File: src/rtl/decim_ctrl_pkg.sv
// decim_ctrl_pkg: shared state encoding and default counts for the decimator sequencer
package decim_ctrl_pkg;
  typedef enum logic [1:0] {
    IDLE  = 2'd0,
    RUN   = 2'd1,
    FLUSH = 2'd2
  } state_t;
  localparam int FLUSH_CE_DEF = 32;
  localparam int DISCARD_DEF  = 4;
endpackage

File: src/rtl/decimator_sequencer_ce_rate_gen.sv
// ce_rate_gen: latches the divider on restart and emits a registered ce pulse every div_q clocks
module ce_rate_gen #(
  parameter int DIV_W = 16
) (
  input  logic             clk,
  input  logic             rst_n,
  input  logic             enable,
  input  logic             restart,
  input  logic [DIV_W-1:0] div,
  output logic             ce
);
  logic [DIV_W-1:0] div_q, div_cnt, cnt_n;
  always_comb cnt_n = (div_cnt == div_q - 1'b1) ? '0 : div_cnt + 1'b1;
  always_ff @(posedge clk) begin
    if (!rst_n) begin
      div_q   <= '0;
      div_cnt <= '0;
      ce      <= 1'b0;
    end else if (restart) begin
      div_q   <= (div == '0) ? DIV_W'(1) : div;
      div_cnt <= '0;
      ce      <= 1'b1;
    end else if (enable) begin
      div_cnt <= cnt_n;
      ce      <= (cnt_n == '0);
    end else begin
      div_cnt <= '0;
      ce      <= 1'b0;
    end
  end
endmodule

File: src/rtl/decimator_sequencer.sv
// decimator_sequencer: start/run/flush sequencing of a decimator with settling discard and a valid/ready output register
module decimator_sequencer
  import decim_ctrl_pkg::*;
#(
  parameter int DW       = 16,
  parameter int DIV_W    = 16,
  parameter int FLUSH_CE = FLUSH_CE_DEF,
  parameter int DISCARD  = DISCARD_DEF
) (
  input  logic             clk,
  input  logic             rst_n,
  input  logic             start,
  input  logic             stop,
  input  logic [DIV_W-1:0] div,
  output logic             ce_dec,
  input  logic             dec_ce_out,
  input  logic [DW-1:0]    dec_sig,
  output logic [DW-1:0]    m_data,
  output logic             m_valid,
  input  logic             m_ready,
  output logic             busy,
  output logic             overrun,
  input  logic             overrun_clr
);
  localparam int FW  = (FLUSH_CE > 1) ? $clog2(FLUSH_CE) : 1;
  localparam int DCW = ($clog2(DISCARD + 1) < 1) ? 1 : $clog2(DISCARD + 1);
  state_t         state, state_n;
  logic [FW-1:0]  flush_cnt;
  logic [DCW-1:0] discard_cnt;
  logic           start_acc, flush_done, discarding, keep, cap, drop;
  always_comb begin
    start_acc  = (state == IDLE) && start && !stop;
    flush_done = (state == FLUSH) && ce_dec && (flush_cnt == FW'(FLUSH_CE - 1));
    state_n    = (state == IDLE) ? (start_acc ? RUN : IDLE) :
                 (state == RUN)  ? (stop ? ((FLUSH_CE == 0) ? IDLE : FLUSH) : RUN) :
                 (flush_done ? IDLE : FLUSH);
    discarding = discard_cnt < DCW'(DISCARD);
    keep       = busy && dec_ce_out && !discarding;
    cap        = keep && (!m_valid || m_ready);
    drop       = keep && m_valid && !m_ready;
  end
  ce_rate_gen #(.DIV_W(DIV_W)) u_rate (
    .clk     (clk),
    .rst_n   (rst_n),
    .enable  (state_n != IDLE),
    .restart (start_acc),
    .div     (div),
    .ce      (ce_dec)
  );
  always_ff @(posedge clk) begin
    if (!rst_n) begin
      state       <= IDLE;
      busy        <= 1'b0;
      flush_cnt   <= '0;
      discard_cnt <= '0;
      m_data      <= '0;
      m_valid     <= 1'b0;
      overrun     <= 1'b0;
    end else begin
      state       <= state_n;
      busy        <= (state_n != IDLE);
      flush_cnt   <= (state != FLUSH) ? '0 : ce_dec ? flush_cnt + 1'b1 : flush_cnt;
      discard_cnt <= start_acc ? '0 : (busy && dec_ce_out && discarding) ? discard_cnt + 1'b1 : discard_cnt;
      m_data      <= cap ? dec_sig : m_data;
      m_valid     <= cap ? 1'b1 : m_ready ? 1'b0 : m_valid;
      overrun     <= drop ? 1'b1 : overrun_clr ? 1'b0 : overrun;
    end
  end
endmodule

File: config.mk
export PLATFORM = sky130hd
export DESIGN_NAME = decimator_sequencer
export DESIGN_NICKNAME = d
export VERILOG_FILES = /design/src/rtl/decim_ctrl_pkg.sv /design/src/rtl/decimator_sequencer_ce_rate_gen.sv /design/src/rtl/decimator_sequencer.sv
export SDC_FILE = /design/constraint.sdc
export NUM_CORES = 1
export LEC_CHECK = 0
export CAP_MARGIN = 10
export CORE_ASPECT_RATIO = 0.7
export CORE_MARGIN = 5
export CORE_UTILIZATION = 58
export CTS_BUF_LIST = sky130_fd_sc_hd__clkbuf_8
export CTS_CLUSTER_DIAMETER = 120
export DETAILED_ROUTE_END_ITERATION = 6
export HOLD_SLACK_MARGIN = 0.15
export PLACE_DENSITY = 0.87
export SLEW_MARGIN = 20
export SYNTH_ARGS = -nofsm -noshare
export SYNTH_HDL_FRONTEND = slang
export SYNTH_SLANG_ARGS = --single-unit
File: constraint.sdc
create_clock -name clk -period 4.1 [get_ports clk]
set_input_delay 0.41 -clock clk [delete_from_list [all_inputs] [get_ports clk]]
set_output_delay 0.41 -clock clk [all_outputs]
set_load 0.1 [all_outputs]
==> flow_summary.toml <==
[global_routing]
grt.total_usage_pct = 23.3
antenna_found_initial = 0
grt_pass1_vias = 2705
grt-ovfl-total = 0
grt_pass1_wl_mm = 13.4
grt_start_max_net_pins = 34

[timing]
tightest_slew_ns = 0.992
relSlewSlack_pct = 33.6
min_period_over_period_pct = 73.6
finClkSkew_ns = 0.00512
fin_setup_tns_ns = 0
fmax_ghz = 0.332
final_hold_viol_count = 0
finalMaxSlewViolations = 0
grt_setup_unrepaired = "no"
period_needed_ns = 3.02
final.setup.worst_slack_ns = 1.08
setup_viol = 0

[route]
drc = 0
routed_via_density = 5.96
postRouteAntennaNets = 0
drt-pass1-iter-count = 7
drt_iter0_drc = 184
wire_per_inst_um = 16.7
dr_total_vias = 2889
wl_mm = 8.10

[yosys]
synth_area_per_cell_sq_um = 9.01
async_flop_share_pct = 0
yosys.cell_count.top_type = "dfxtp_1"
synth-edff-count = 0
synth_top_area_cell = "dfxtp_1"
synth_flop_cell = "dfxtp_1"
synth-seq-cells = 62
syn_nets = 401
synthMuxAreaShare_pct = 1.25
yosysUniqueCellTypes = 58
synthTopCellsByArea = "dfxtp_1 (39%), xnor2_1 (6.0%), nand2_1 (5.4%)"
synth_top_family_by_area = "simple AND/OR/NAND/NOR gates"
yosys.area_share.simple_pct = 26.2
synthesis.area_sq_um = 3220
synthCells = 357
ys_warn_count = 0
synth_compound_area_share_pct = 18.2
synthAdderAreaFrac_pct = 1.95
yosysTopAreaCellShare_pct = 38.6
synth_xor_area_share_pct = 10.4
netlist_top_cells_count = "dfxtp_1 (62), nand2_1 (46), xnor2_1 (22)"
ys_seq_area_share_pct = 38.6

[die]
io_pins = 59
fp.dieW_um = 99.0
placementRows = 22
fp.dieH_um = 72.3
dieArea_sq_um = 7160
core_area_sq_um = 5310
start_util_pct = 60.5

[setup_path]
cp_max_fo = 6
r2r_setup_slack_ns = 1.08
critPathMaxStageDelay_ns = 0.65
r2r_start = "u_rate.div_q[0]"
cp_slowest_cell = "or4b_2"
endpoint_kind = "flip-flop"
critPathBufInv = 1
critPathRequiredTime_ns = 4.37
start_kind = "flip-flop"
setup.worst_path.class = "flip-flop to flip-flop"
crit_family = "simple AND/OR/NAND/NOR gates"
path_cells = "inv_1 -> ha_1 -> or4b_1 -> or2_2 -> o31ai_1 -> o211ai_1 -> or4b_2 -> o21ai_0"
r2r-end = "u_rate.ce"
reg2reg_depth = 8
critPathArrivalTime_ns = 3.28

[clocking]
post_cts_buffers = 0
cts_sinks = 62
cts_hold_buf = 0
insertion_delay_ns = 0.34
root_buffer = "clkbuf_8"
clk_path_buf_depth = 2
cts_tree = "yes"
cts.clk_slew.worst_paths_ns = 0.07
cts_made_buffers = 9
h-tree-depth = 3
post_cts_resized = 0

[cells_and_area]
fin_cells = 485
drive_gt1_share_pct = 10.7
layout.nets = 452
syn_to_final_growth_pct = 25.3
antennaDiodeCount = 0

[outcome]
outcome = "finished, final reports clean"

[worst_hold_path]
hold_start = "m_data[9]"
hold-path-endpoint = "m_data[9]"
hold-path-cell-count = 2
hold_class = "flip-flop to flip-flop"

[power_and_ir_drop]
switching_share_pct = 25.1
p_int_mw = 1.01
p_sw_mw = 0.340
pwr_density_cell_nw_per_um2 = 336
clkPwrFrac_pct = 39.8
vdd_ir_drop_max_mv = 0.245
p_seq_share_pct = 46.8
p_total_mw = 1.35
power.leakage_nw = 1.36
p_comb_share_pct = 13.4

[placement]
place_worst_setup_slack_ns = 1.19
place_inst = 469
gp_congestion = 0.901
io_buffers = 58
post-dp-hpwl_mm = 5.63

[run]
max_cap_violations = 0
state kept, by name (all words and copies together), names as in the netlist, 2 cells and up:
register and cells:
discard_cnt 3, flush_cnt 5, u_rate.div_cnt 16, m_data 16
u_rate.div_q 16, state 2
stage by stage:
stage / util, % / area [sq um] / hold slack, ns
after floorplan: - / 3220 / 0.457
after global placement: 72.0 / 3830 / 0.450
after detailed placement: 72.0 / 3830 / 0.456
after CTS: 75.8 / 4030 / 0.464
after global routing: 75.9 / 4030 / 0.483
final: 75.9 / 4030 / 0.464
worst register-to-register path, delay by kind of cell (launching register included):
family / cells / cell delay, ns
adders and majority gates: 1 / 0.24
buffers and inverters: 1 / 0.08
and+or+nand+nor: 3 / 1.53
DFF: 1 / 0.37
AOI/OAI and AO/OA: 3 / 0.74
metal layers:
layer | global-route usage (%) | vias up | part of all wire, %
li1 | - | 1397 | -
met1 | 30.7 | 1350 | 44
met2 | 36.8 | 132 | 46
met3 | 7.59 | 10 | 9.8
met4 | 6.52 | 0 | 0.81
met5 | 0 | - | 0
logic make-up after synthesis:
family                   count (synthesis)
AO/OA/AOI/OAI                           71
XOR/XNOR                                38
adder cells (fa/ha/maj)                  5
buffers and inverters                   28
flip-flops                              62
multiplexers                             4
AND/OR/NAND/NOR                        149
worst max path at each step:
stage          slack [ns]            endpoint             from  cells after the start
6_report             1.08           u_rate.ce  u_rate.div_q[0]                      8
4_1_cts              1.12           u_rate.ce  u_rate.div_q[0]                      8
5_1_grt              0.98           u_rate.ce  u_rate.div_q[0]                      8
2_1_floorplan        1.36  u_rate.div_cnt[10]  u_rate.div_q[0]                      9
3_5_place_dp         1.19           u_rate.ce  u_rate.div_q[0]                      8
3_3_place_gp         1.35   u_rate.div_cnt[0]  u_rate.div_q[0]                      9
placed cells by master (no fill, tap or decap), types with 5 or more instances in the layout:
cell	instances
dfxtp_1	62
clkdlybuf4s50_1	58
nand2_1	46
xnor2_1	22
nor2_1	20
a21boi_0	18
xor2_1	16
nor3_1	12
a22o_1	11
clkbuf_8	11
nor3_2	10
nand3_1	9
inv_1	8
o21ai_0	8
nand4_1	7
nor4_1	6
and3_1	5
ha_1	5
power by group through the flow:
stage | Combinational, mW | Sequential, mW | Clock [mW]
6_report | 0.181 | 0.633 | 0.539
5_1_grt | 0.192 | 0.634 | 0.581
4_1_cts | 0.179 | 0.632 | 0.549
3_5_place_dp | 0.175 | 0.645 | 0
3_3_place_gp | 0.171 | 0.644 | 0
2_1_floorplan | 0.105 | 0.648 | 0
cell type report:
cell class / instances / area (sq um)
clock buffers: 11 / 151
flip-flops and latches: 62 / 1240
inverters: 6 / 22.5
fillers: 404 / 1280
clock inverters: 5 / 50.0
multi-input cells: 267 / 1860
repair buffers: 62 / 611
well taps: 72 / 90.1
No activity file was read; power rests on OpenSTA's default activity.
==> edit: new RTL, config.mk and constraints unchanged <==
Make the reset (`rst_n`) asynchronous in 2 clocked blocks.
--- a/src/rtl/decimator_sequencer_ce_rate_gen.sv
+++ b/src/rtl/decimator_sequencer_ce_rate_gen.sv
@@ -12,5 +12,5 @@
   logic [DIV_W-1:0] div_q, div_cnt, cnt_n;
   always_comb cnt_n = (div_cnt == div_q - 1'b1) ? '0 : div_cnt + 1'b1;
-  always_ff @(posedge clk) begin
+  always_ff @(posedge clk or negedge rst_n) begin
     if (!rst_n) begin
       div_q   <= '0;
--- a/src/rtl/decimator_sequencer.sv
+++ b/src/rtl/decimator_sequencer.sv
@@ -48,5 +48,5 @@
     .ce      (ce_dec)
   );
-  always_ff @(posedge clk) begin
+  always_ff @(posedge clk or negedge rst_n) begin
     if (!rst_n) begin
       state       <= IDLE;
Check against the original RTL: differs if rst_n is asserted again (counterexample within 4 cycles, from zero or initial values and one cycle with rst_n low); with rst_n held inactive, the same outputs for 10 cycles.
==> edit against the unedited design <==
- global-route usage decreased by 0.67 points
- final cell count decreased by 4.9%
- final area increased by 5.7%
- worst setup slack got worse by 0.30 ns
- worst hold slack got worse by 0.24 ns
- wire length decreased by 0.91%
- synthesized area increased by 7.5%
- sequential cell count unchanged
- critical path depth unchanged
- critical endpoint is now u_rate.div_cnt[15]$_DFF_PN0_
Power is not compared: it rests on default switching activity, and its combinational part moved more than twofold at a synthesized area within 25%.
==> edit: results (changes against the unedited design) <==
[logic_synthesis] portion of the post-synthesis area used by sequential elements 44.9% [+6.3 points]
[placement] HPWL after detailed placement 5830 um [+3.7%]
[logic_synthesis] distinct cell type count of the synthesized netlist 55 [-5.2%]
[critical_path] Crit path largest cell delay 0.75 ns [+0.10 ns]
[timing] minimum hold slack 0.228 ns [-0.236 ns]
[routing] metal3 WL 693 um [-13%]
[placement] number of placed instances, taps included 446 [-4.9%]
[grt] routing usage on met3 8.06% [+0.47 points]
[finish] Layout fillers 425 [+5.2%]
[logic_synthesis] most used flip-flop cell after synthesis sky130_fd_sc_hd__dfrtp_1
[grt] total routing resource utilization after global routing 22.6% [-0.67 points]
[critical_path] RR Endpoint u_rate.div_cnt[15]$_DFF_PN0_
[logic_synthesis] Avg Inst Size Synth 10.4 um2 [+16%]
[critical_path] crit-path max FO 16 [+10]
[routing] number of vias after detailed routing 2730 [-5.5%]
[routing] first-iteration detailed-routing DRC count 176 [-4.3%]
[finish] fraction of layout cells with a size suffix above 1 18.1% [+7.5 points]
[critical_path] Worst Path Arrival 3.49 ns [+0.21 ns]
[finish] NumNets Final 426 [-5.8%]
[placement] standard cell area after detailed placement 4050 um2 [+5.9%]
[critical_path] r2r startpoint u_rate.div_q[1]$_DFFE_PN0P_
[grt] met1 Resource Use GR 30.6% [-0.12 points]
[timing] Clock Skew 0.00611 ns [+0.000988 ns]
[critical_path] slowest cell on the critical path sky130_fd_sc_hd__o311ai_4
[grt] maximum number of pins on one net before global-route repair 63 [+85%]
[timing] transition at the pin with the smallest max-transition slack 1.03 ns [+0.0376 ns]
[outcome] outcome finished, final reports clean
[routing] drt pass-1 iters 4 [-3]
[routing] routed length on met2 3770 um [+2.2%]
[logic_synthesis] nets in the synthesized netlist 375 [-6.5%]
[placement] Post-Place Worst Slack 0.876 ns [-0.316 ns]
-- edit: worst max-delay path by stage --
| stage | start | to | slack (ns) | depth (start not counted) |
|---|---|---|---|---|
| 2_1_floorplan | u_rate.div_q[0]$_DFFE_PN0P_ | u_rate.div_cnt[10]$_DFF_PN0_ | 1.37 | 9 |
| 3_3_place_gp | u_rate.div_q[0]$_DFFE_PN0P_ | u_rate.div_cnt[15]$_DFF_PN0_ | 0.98 | 8 |
| 3_5_place_dp | u_rate.div_q[0]$_DFFE_PN0P_ | u_rate.div_cnt[4]$_DFF_PN0_ | 0.88 | 8 |
| 4_1_cts | u_rate.div_q[0]$_DFFE_PN0P_ | u_rate.div_cnt[15]$_DFF_PN0_ | 0.78 | 8 |
| 5_1_grt | u_rate.div_q[0]$_DFFE_PN0P_ | u_rate.div_cnt[15]$_DFF_PN0_ | 0.62 | 8 |
| 6_report | u_rate.div_q[1]$_DFFE_PN0P_ | u_rate.div_cnt[15]$_DFF_PN0_ | 0.78 | 8 |
-- edit: cell type report --
| cell class | instances | area (um2) | share of cell area (%) |
|---|---|---|---|
| repair buffers | 61 | 598 | 14.0 |
| clock buffers | 12 | 165 | 3.88 |
| inverters | 7 | 26.3 | 0.617 |
| multi-input cells | 241 | 1780 | 41.9 |
| clock inverters | 3 | 42.5 | 0.999 |
| well taps | 75 | 93.8 | 2.20 |
| flip-flops and latches | 62 | 1550 | 36.4 |
-- edit: cell families (layout without fill, tap and decap cells) --
kind of cell             count (synthesis)  count (layout)  synth area share, %
adder cells (fa/ha/maj)                  5               5                 1.81
AND/OR/NAND/NOR                        128             128                 20.9
multiplexers                            32              32                 10.4
flip-flops                              62              62                 44.9
buffers and inverters                   28              83                 3.69
AO/OA/AOI/OAI                           40              40                 9.20
XOR/XNOR                                36              36                 9.12
